<file path="config.mk">
export PLATFORM = sky130hd
export DESIGN_NAME = spi_txn_arbiter_flat
export DESIGN_NICKNAME = d
export VERILOG_FILES = /design/src/rtl/spi_txn_arbiter_if.sv /design/src/rtl/spi_txn_arbiter.sv /design/src/flat_wrapper.sv
export SDC_FILE = /design/constraint.sdc
export NUM_CORES = 1
export LEC_CHECK = 0
export CAP_MARGIN = 20
export CELL_PAD_IN_SITES_DETAIL_PLACEMENT = 1
export CELL_PAD_IN_SITES_GLOBAL_PLACEMENT = 2
export CORE_MARGIN = 4
export CORE_UTILIZATION = 26
export CTS_CLUSTER_SIZE = 20
export DETAILED_ROUTE_END_ITERATION = 8
export PLACE_DENSITY = 0.85
export SYNTH_ARGS = -nofsm -noshare
export SYNTH_HDL_FRONTEND = slang
export SYNTH_SLANG_ARGS = --single-unit
</file>
<file path="constraint.sdc">
create_clock -name i_clk -period 2.3 [get_ports i_clk]
set_clock_uncertainty 0.15 [all_clocks]
set_input_delay 0.46 -clock i_clk [delete_from_list [all_inputs] [get_ports i_clk]]
set_output_delay 0.46 -clock i_clk [all_outputs]
set_load 0.1 [all_outputs]
</file>
<file path="src/rtl/spi_txn_arbiter_if.sv">
// Requester and SPI-master side signals of spi_txn_arbiter.
// slave  : seen from the arbiter (requests and master status in, grants and master controls out)
// master : seen from the environment driving the arbiter
interface spi_txn_arbiter_if;
    logic [1:0] i_req;
    logic [3:0] i_len0;
    logic [3:0] i_len1;
    logic [7:0] i_txd0;
    logic [7:0] i_txd1;
    logic [1:0] i_tx_valid;
    logic [1:0] o_tx_ready;
    logic [1:0] o_grant;
    logic [7:0] o_rx_data;
    logic [1:0] o_rx_valid;
    logic [1:0] o_done;
    logic       o_err;
    logic       o_spi_tx_en;
    logic [7:0] o_spi_data_tx;
    logic       i_spi_busy;
    logic [7:0] i_spi_rx_data;

    modport slave (
        input  i_req, i_len0, i_len1, i_txd0, i_txd1, i_tx_valid,
        input  i_spi_busy, i_spi_rx_data,
        output o_tx_ready, o_grant, o_rx_data, o_rx_valid, o_done, o_err,
        output o_spi_tx_en, o_spi_data_tx
    );

    modport master (
        output i_req, i_len0, i_len1, i_txd0, i_txd1, i_tx_valid,
        output i_spi_busy, i_spi_rx_data,
        input  o_tx_ready, o_grant, o_rx_data, o_rx_valid, o_done, o_err,
        input  o_spi_tx_en, o_spi_data_tx
    );
endinterface

</file>
<file path="src/rtl/spi_txn_arbiter.sv">
// Two-port round-robin arbiter and multi-byte sequencer in front of a
// single-byte SPI master. A granted requester owns the master for a whole
// transaction of 1..16 bytes; each byte is launched with a fresh rising edge
// of o_spi_tx_en and completes once busy has been seen high and then low.
//
// Optional build macro SPI_TIMEOUT_EN: enables a watchdog in START/WAIT that
// aborts the transaction after TIMEOUT cycles and pulses o_err.
//
// state   | meaning
// --------+--------------------------------------------------------------
// IDLE    | no owner; arbitrate pending requests, latch owner's length
// LOAD    | wait for owner's tx byte (or abort if owner drops its request)
// START   | o_spi_tx_en high until the master reports busy
// WAIT    | master shifting; capture rx byte when busy falls
// DONE    | present rx byte to owner; decide next byte or release
// GAP     | idle spacing between consecutive bytes
// RELEASE | pulse o_done, drop grant, advance round-robin pointer
module spi_txn_arbiter #(
    parameter int unsigned GAP_CYCLES = 2,
    parameter int unsigned TIMEOUT    = 32
) (
    input  logic             i_clk,
    input  logic             i_rst_n,
    spi_txn_arbiter_if.slave bus
);

`ifdef SPI_TIMEOUT_EN
    localparam bit WD_EN = 1'b1;
`else
    localparam bit WD_EN = 1'b0;
`endif
    localparam int unsigned WD_W = (TIMEOUT < 2) ? 1 : $clog2(TIMEOUT);

    typedef enum logic [2:0] {
        S_IDLE    = 3'd0,
        S_LOAD    = 3'd1,
        S_START   = 3'd2,
        S_WAIT    = 3'd3,
        S_DONE    = 3'd4,
        S_GAP     = 3'd5,
        S_RELEASE = 3'd6
    } state_t;

    state_t          state_q, state_d;
    logic            owner_q, owner_d;
    logic [1:0]      grant_q, grant_d;
    logic            rr_q, rr_d;
    logic [3:0]      cnt_q, cnt_d;
    logic [3:0]      gap_q, gap_d;
    logic            tx_en_q, tx_en_d;
    logic [7:0]      data_tx_q, data_tx_d;
    logic [7:0]      rx_data_q, rx_data_d;
    logic            err_q, err_d;
    logic [WD_W-1:0] wd_q, wd_d;

    logic       own_req;
    logic       own_valid;
    logic [7:0] own_txd;
    logic       pick;
    logic       wd_hit;

    assign own_req   = bus.i_req[owner_q];
    assign own_valid = bus.i_tx_valid[owner_q];
    assign own_txd   = owner_q ? bus.i_txd1 : bus.i_txd0;
    // rr_q names the requester favoured when both ask at once
    assign pick      = (bus.i_req == 2'b11) ? rr_q : bus.i_req[1];
    assign wd_hit    = WD_EN && (wd_q == WD_W'(TIMEOUT - 1));

    // State and datapath registers; async reset clears everything incl. tx_en and grant
    always_ff @(posedge i_clk or negedge i_rst_n) begin
        if (!i_rst_n) begin
            state_q   <= S_IDLE;
            owner_q   <= 1'b0;
            grant_q   <= 2'b00;
            rr_q      <= 1'b0;
            cnt_q     <= 4'd0;
            gap_q     <= 4'd0;
            tx_en_q   <= 1'b0;
            data_tx_q <= 8'd0;
            rx_data_q <= 8'd0;
            err_q     <= 1'b0;
            wd_q      <= '0;
        end else begin
            state_q   <= state_d;
            owner_q   <= owner_d;
            grant_q   <= grant_d;
            rr_q      <= rr_d;
            cnt_q     <= cnt_d;
            gap_q     <= gap_d;
            tx_en_q   <= tx_en_d;
            data_tx_q <= data_tx_d;
            rx_data_q <= rx_data_d;
            err_q     <= err_d;
            wd_q      <= wd_d;
        end
    end

    // Next-state logic for the transaction sequencer
    always_comb begin
        state_d   = state_q;
        owner_d   = owner_q;
        grant_d   = grant_q;
        rr_d      = rr_q;
        cnt_d     = cnt_q;
        gap_d     = gap_q;
        tx_en_d   = tx_en_q;
        data_tx_d = data_tx_q;
        rx_data_d = rx_data_q;
        err_d     = 1'b0;
        wd_d      = '0;

        case (state_q)
            S_IDLE: begin
                if (bus.i_req != 2'b00) begin
                    owner_d = pick;
                    grant_d = pick ? 2'b10 : 2'b01;
                    cnt_d   = pick ? bus.i_len1 : bus.i_len0;
                    state_d = S_LOAD;
                end
            end
            S_LOAD: begin
                // a dropped request wins over a simultaneously offered byte
                if (!own_req) begin
                    state_d = S_RELEASE;
                end else if (own_valid) begin
                    data_tx_d = own_txd;
                    tx_en_d   = 1'b1;
                    state_d   = S_START;
                end
            end
            S_START: begin
                if (bus.i_spi_busy) begin
                    tx_en_d = 1'b0;
                    state_d = S_WAIT;
                end else if (wd_hit) begin
                    tx_en_d = 1'b0;
                    err_d   = 1'b1;
                    state_d = S_RELEASE;
                end
            end
            S_WAIT: begin
                if (!bus.i_spi_busy) begin
                    rx_data_d = bus.i_spi_rx_data;
                    state_d   = S_DONE;
                end else if (wd_hit) begin
                    err_d   = 1'b1;
                    state_d = S_RELEASE;
                end
            end
            S_DONE: begin
                if (cnt_q == 4'd0) begin
                    state_d = S_RELEASE;
                end else begin
                    cnt_d = cnt_q - 4'd1;
                    if (GAP_CYCLES == 0) begin
                        state_d = S_LOAD;
                    end else begin
                        gap_d   = 4'(GAP_CYCLES - 1);
                        state_d = S_GAP;
                    end
                end
            end
            S_GAP: begin
                if (gap_q == 4'd0) begin
                    state_d = S_LOAD;
                end else begin
                    gap_d = gap_q - 4'd1;
                end
            end
            S_RELEASE: begin
                grant_d = 2'b00;
                rr_d    = ~owner_q;
                state_d = S_IDLE;
            end
            default: begin
                state_d = S_IDLE;
                grant_d = 2'b00;
                tx_en_d = 1'b0;
            end
        endcase

        // watchdog restarts from zero on every state entry
        if (WD_EN && (state_d == state_q) &&
            ((state_q == S_START) || (state_q == S_WAIT))) begin
            wd_d = wd_q + WD_W'(1);
        end
    end

    assign bus.o_grant       = grant_q;
    assign bus.o_tx_ready    = (state_q == S_LOAD && own_req && own_valid) ? grant_q : 2'b00;
    assign bus.o_rx_data     = rx_data_q;
    assign bus.o_rx_valid    = (state_q == S_DONE) ? grant_q : 2'b00;
    assign bus.o_done        = (state_q == S_RELEASE) ? grant_q : 2'b00;
    assign bus.o_err         = WD_EN ? err_q : 1'b0;
    assign bus.o_spi_tx_en   = tx_en_q;
    assign bus.o_spi_data_tx = data_tx_q;

endmodule

</file>
<file path="src/flat_wrapper.sv">
// flat-port wrapper written by rule: the top's interface ports become plain ports
module spi_txn_arbiter_flat 
#(
    parameter int unsigned GAP_CYCLES = 2,
    parameter int unsigned TIMEOUT    = 32
)
  (i_clk, i_rst_n, bus_i_req, bus_i_len0, bus_i_len1, bus_i_txd0, bus_i_txd1, bus_i_tx_valid, bus_i_spi_busy, bus_i_spi_rx_data, bus_o_tx_ready, bus_o_grant, bus_o_rx_data, bus_o_rx_valid, bus_o_done, bus_o_err, bus_o_spi_tx_en, bus_o_spi_data_tx);
  spi_txn_arbiter_if bus_i ();
  input  logic i_clk;
  input  logic i_rst_n;
  input wire logic [$bits(bus_i.i_req)-1:0] bus_i_req;
  input wire logic [$bits(bus_i.i_len0)-1:0] bus_i_len0;
  input wire logic [$bits(bus_i.i_len1)-1:0] bus_i_len1;
  input wire logic [$bits(bus_i.i_txd0)-1:0] bus_i_txd0;
  input wire logic [$bits(bus_i.i_txd1)-1:0] bus_i_txd1;
  input wire logic [$bits(bus_i.i_tx_valid)-1:0] bus_i_tx_valid;
  input wire logic [$bits(bus_i.i_spi_busy)-1:0] bus_i_spi_busy;
  input wire logic [$bits(bus_i.i_spi_rx_data)-1:0] bus_i_spi_rx_data;
  output wire logic [$bits(bus_i.o_tx_ready)-1:0] bus_o_tx_ready;
  output wire logic [$bits(bus_i.o_grant)-1:0] bus_o_grant;
  output wire logic [$bits(bus_i.o_rx_data)-1:0] bus_o_rx_data;
  output wire logic [$bits(bus_i.o_rx_valid)-1:0] bus_o_rx_valid;
  output wire logic [$bits(bus_i.o_done)-1:0] bus_o_done;
  output wire logic [$bits(bus_i.o_err)-1:0] bus_o_err;
  output wire logic [$bits(bus_i.o_spi_tx_en)-1:0] bus_o_spi_tx_en;
  output wire logic [$bits(bus_i.o_spi_data_tx)-1:0] bus_o_spi_data_tx;
  assign bus_i.i_req = bus_i_req;
  assign bus_i.i_len0 = bus_i_len0;
  assign bus_i.i_len1 = bus_i_len1;
  assign bus_i.i_txd0 = bus_i_txd0;
  assign bus_i.i_txd1 = bus_i_txd1;
  assign bus_i.i_tx_valid = bus_i_tx_valid;
  assign bus_i.i_spi_busy = bus_i_spi_busy;
  assign bus_i.i_spi_rx_data = bus_i_spi_rx_data;
  assign bus_o_tx_ready = bus_i.o_tx_ready;
  assign bus_o_grant = bus_i.o_grant;
  assign bus_o_rx_data = bus_i.o_rx_data;
  assign bus_o_rx_valid = bus_i.o_rx_valid;
  assign bus_o_done = bus_i.o_done;
  assign bus_o_err = bus_i.o_err;
  assign bus_o_spi_tx_en = bus_i.o_spi_tx_en;
  assign bus_o_spi_data_tx = bus_i.o_spi_data_tx;
  spi_txn_arbiter #(.GAP_CYCLES(GAP_CYCLES), .TIMEOUT(TIMEOUT)) u_core (.i_clk(i_clk), .i_rst_n(i_rst_n), .bus(bus_i));
endmodule
</file>
==> qor.txt <==
Status: finished, final reports clean
Core area: 0.00676 mm^2
DRC: 0
Power Dens Cells: 1640 mW/mm^2
Placed cells: 325
Die Wd: 91.1 um
Clock insertion delay at the later pin of the skew report: 0.28 ns
Crit-path leading delay family: simple AND/OR/NAND/NOR gates
# hold bufs at CTS: 0
Worst setup SP type: register
PortBufs: 63
Power share of the combinational group: 64.3%
Post-detailed-route count of antenna-violating nets: 0
CP Capture Type: primary output
FF+latch count, synth: 32
DP HPWL: 3800 um
GP Congestion: 0.738
Final-stage net count: 300
CP Class: register to primary output
CP arrival: 1.68 ns
P_sw: 2450 uW
EDFF count, synth: 0
Max_cap viols: 0
Clk slew on worst S/H paths: 0.07 ns
Most frequent cells in the layout: buf_4, clkdlybuf4s50_1, dfrtp_1
Die Area: 0.00829 mm^2
Antenna cells: 0
Slew HR: 62.7%
Reg power frac: 22.4%
Register area: 801 um^2
Site Rows: 30
DRT iter0 DRCs: 63
Net Count, Synth: 220
Total routed wirelength: 5230 um
Clk pwr share: 13.3%
Main synth FF type: dfrtp_1
Post-synthesis sequential area ratio: 44.6%
Vias in the first global route: 1719
CP required: 1.69 ns
Most common cell after layout, fill and taps aside: buf_4
Synth warn: 0
Pint: 2120 uW
I/O pins: 65
Final non-filler cell total: 339
Overall global routing resource usage: 12.7%
Root Buffer: clkbuf_8
Unrepaired setup endpoints after global routing: true
Synth cell types: 48
Net Sw Frac: 53.6%
Area Overhead vs Synth: 55.7%
Sink Count: 32
Wire per inst: 15.4 um
Hold Path Class: register to register
Filler cell count: 789
H-tree depth: 2
Drt first pass iters: 4
CTS tree: done
Via Count: 1651
Inserted Clock Buffers: 5
Peak Freq: 0.437 GHz
Gate count of the mapped netlist: 178
Ys async rst share: 100%
Final Max Slew Viols: 0
DR vias/cell: 4.87
Layout cells sized above 1: 30.1%
Largest net degree at the start of global routing: 33
Final period utilization: 99.5%
Max stage delay on crit path: 0.42 ns
Post-Syn Area per Cell: 10.1 um^2
Measured slew at the worst slew-check pin: 0.552 ns
Antenna violations before repair: 0
Leak pwr: 0.00122 uW
Min Tclk post-route: 2.29 ns
Setup TNS: 0 ns
Fin. Hold Viols: 0
Max Root-Sink Buffers: 2
Worst path slowest cell: or3b_4
Global-route wire length before repair: 8470 um
DIE HEIGHT: 91.1 um
Crit-path cells: or3b_4 > nor3b_4 > and2_4 > buf_12
Buf/Inv on CP: 1
Crit Path Max Fanout: 3
Final setup fails: 0
Area occupied by multi-input gates: 942 um^2
Maximum vdd drop: 0.969 mV
Synthesized cell area: 0.00179 mm^2
Congestion Overflow GR: 0
Initial core utilization: 26.6%
## through the flow
| stage | hold WS (ns) | cell area [um^2] | util, % | total power, uW | setup slack (ns) |
|---|---|---|---|---|---|
| CTS | 0.341 | 2750 | 40.7 | 4590 | -0.0167 |
| floorplan | 0.0144 | 1810 | - | 3180 | -0.250 |
| finish | 0.334 | 2790 | 41.4 | 4570 | 0.0104 |
| detailed placement | 0.322 | 2610 | 38.7 | 3950 | -0.0286 |
| global placement | 0.314 | 2610 | 38.7 | 3890 | -0.0282 |
| global route | 0.366 | 2790 | 41.4 | 4850 | -0.0561 |
## kinds of logic (layout without fill, tap and decap cells)
group                      after synthesis  count (layout)  synth area share [%]
AOI/OAI and AO/OA                       44              44                  16.7
xor gates and xnor gates                 1               1                 0.488
adders and majority gates                3               3                  2.09
buffers and inverters                   18              99                  4.60
DFF                                     32              32                  44.6
muxes                                   21              21                  12.4
other                                    1               1                 0.209
and+or+nand+nor                         58              58                  18.8
## flip-flops by register name, indices dropped and copies added (netlist names)
signal,count
u_core.state_q,3
u_core.gap_q,4
u_core.bus.o_rx_data,8
u_core.bus.o_spi_data_tx,8
u_core.bus.o_grant,2
u_core.cnt_q,4
u_core.owner_q,1
u_core.rr_q,1
u_core.bus.o_spi_tx_en,1
## Yosys cell counts, types with 5 or more instances
cell type | n | area share (%)
dfrtp_1 | 32 | 45
a21oi_1 | 15 | 4.2
nor2_1 | 14 | 2.9
mux2i_1 | 11 | 6.1
mux2_2 | 10 | 6.3
nand2_1 | 9 | 1.9
o21ai_0 | 9 | 2.5
inv_1 | 8 | 1.7
and2_1 | 6 | 2.1
clkbuf_1 | 5 | 1.0
nand2b_1 | 5 | 1.7
## metal layers
layer,global-route usage [%],up-vias,wire length (um)
met5,0,-,0
met4,2.89,0,20
met3,5.30,2,400
met2,21.5,51,2580
met1,15.0,806,2220
li1,-,792,-
## power groups by stage
| stage | Sequential, uW | Clock, uW | Combinational, uW |
|---|---|---|---|
| 2_1_floorplan | 2200 | 0 | 978 |
| 3_3_place_gp | 1030 | 0 | 2860 |
| 3_5_place_dp | 1030 | 0 | 2910 |
| 4_1_cts | 1030 | 627 | 2930 |
| 5_1_grt | 1070 | 658 | 3120 |
| 6_report | 1020 | 608 | 2940 |
## worst register-to-register path: cells and delay by family, from the launching register on
family | cells | cell delay (ns)
adder cells (fa/ha/maj) | 1 | 0.22
flip-flops | 1 | 0.34
AND/OR/NAND/NOR | 1 | 0.14
AO/OA/AOI/OAI | 2 | 0.61
buffers and inverters | 4 | 0.50
## worst paths after layout
check | slack [ns] | startpoint | cells past startpoint | end
setup / recovery | 0.01 | u_core.state_q[2]$_DFFE_PN0P_ | 4 | bus_o_tx_ready[0]
hold / removal | 0.33 | u_core.bus.o_spi_tx_en$_DFFE_PN0P_ | 1 | u_core.bus.o_spi_tx_en$_DFFE_PN0P_
setup reg to reg | 0.25 | u_core.cnt_q[0]$_DFFE_PN0P_ | 8 | u_core.cnt_q[0]$_DFFE_PN0P_
hold reg to reg | 0.33 | u_core.bus.o_spi_tx_en$_DFFE_PN0P_ | 1 | u_core.bus.o_spi_tx_en$_DFFE_PN0P_
max in group asynchronous | 1.25 | i_rst_n | 2 | u_core.bus.o_spi_tx_en$_DFFE_PN0P_
min in group asynchronous | 0.44 | i_rst_n | 2 | u_core.cnt_q[1]$_DFFE_PN0P_
## area by class of cell
cell class	count	share of cell area [%]
Sequential cell	32	28.7
Tap cell	80	3.58
Clock buffer	7	3.45
Clock inverter	1	1.07
Timing Repair Buffer	83	28.4
Inverter	8	1.07
Multi-Input combinational cell	128	33.7
## what timing repair did
action                     4_1_cts  5_1_grt
buffers inserted                 1        5
pin swaps                        2        2
setup endpoints to repair        2        4
gates resized for setup          2        2
No activity file was read; power rests on OpenSTA's default activity.
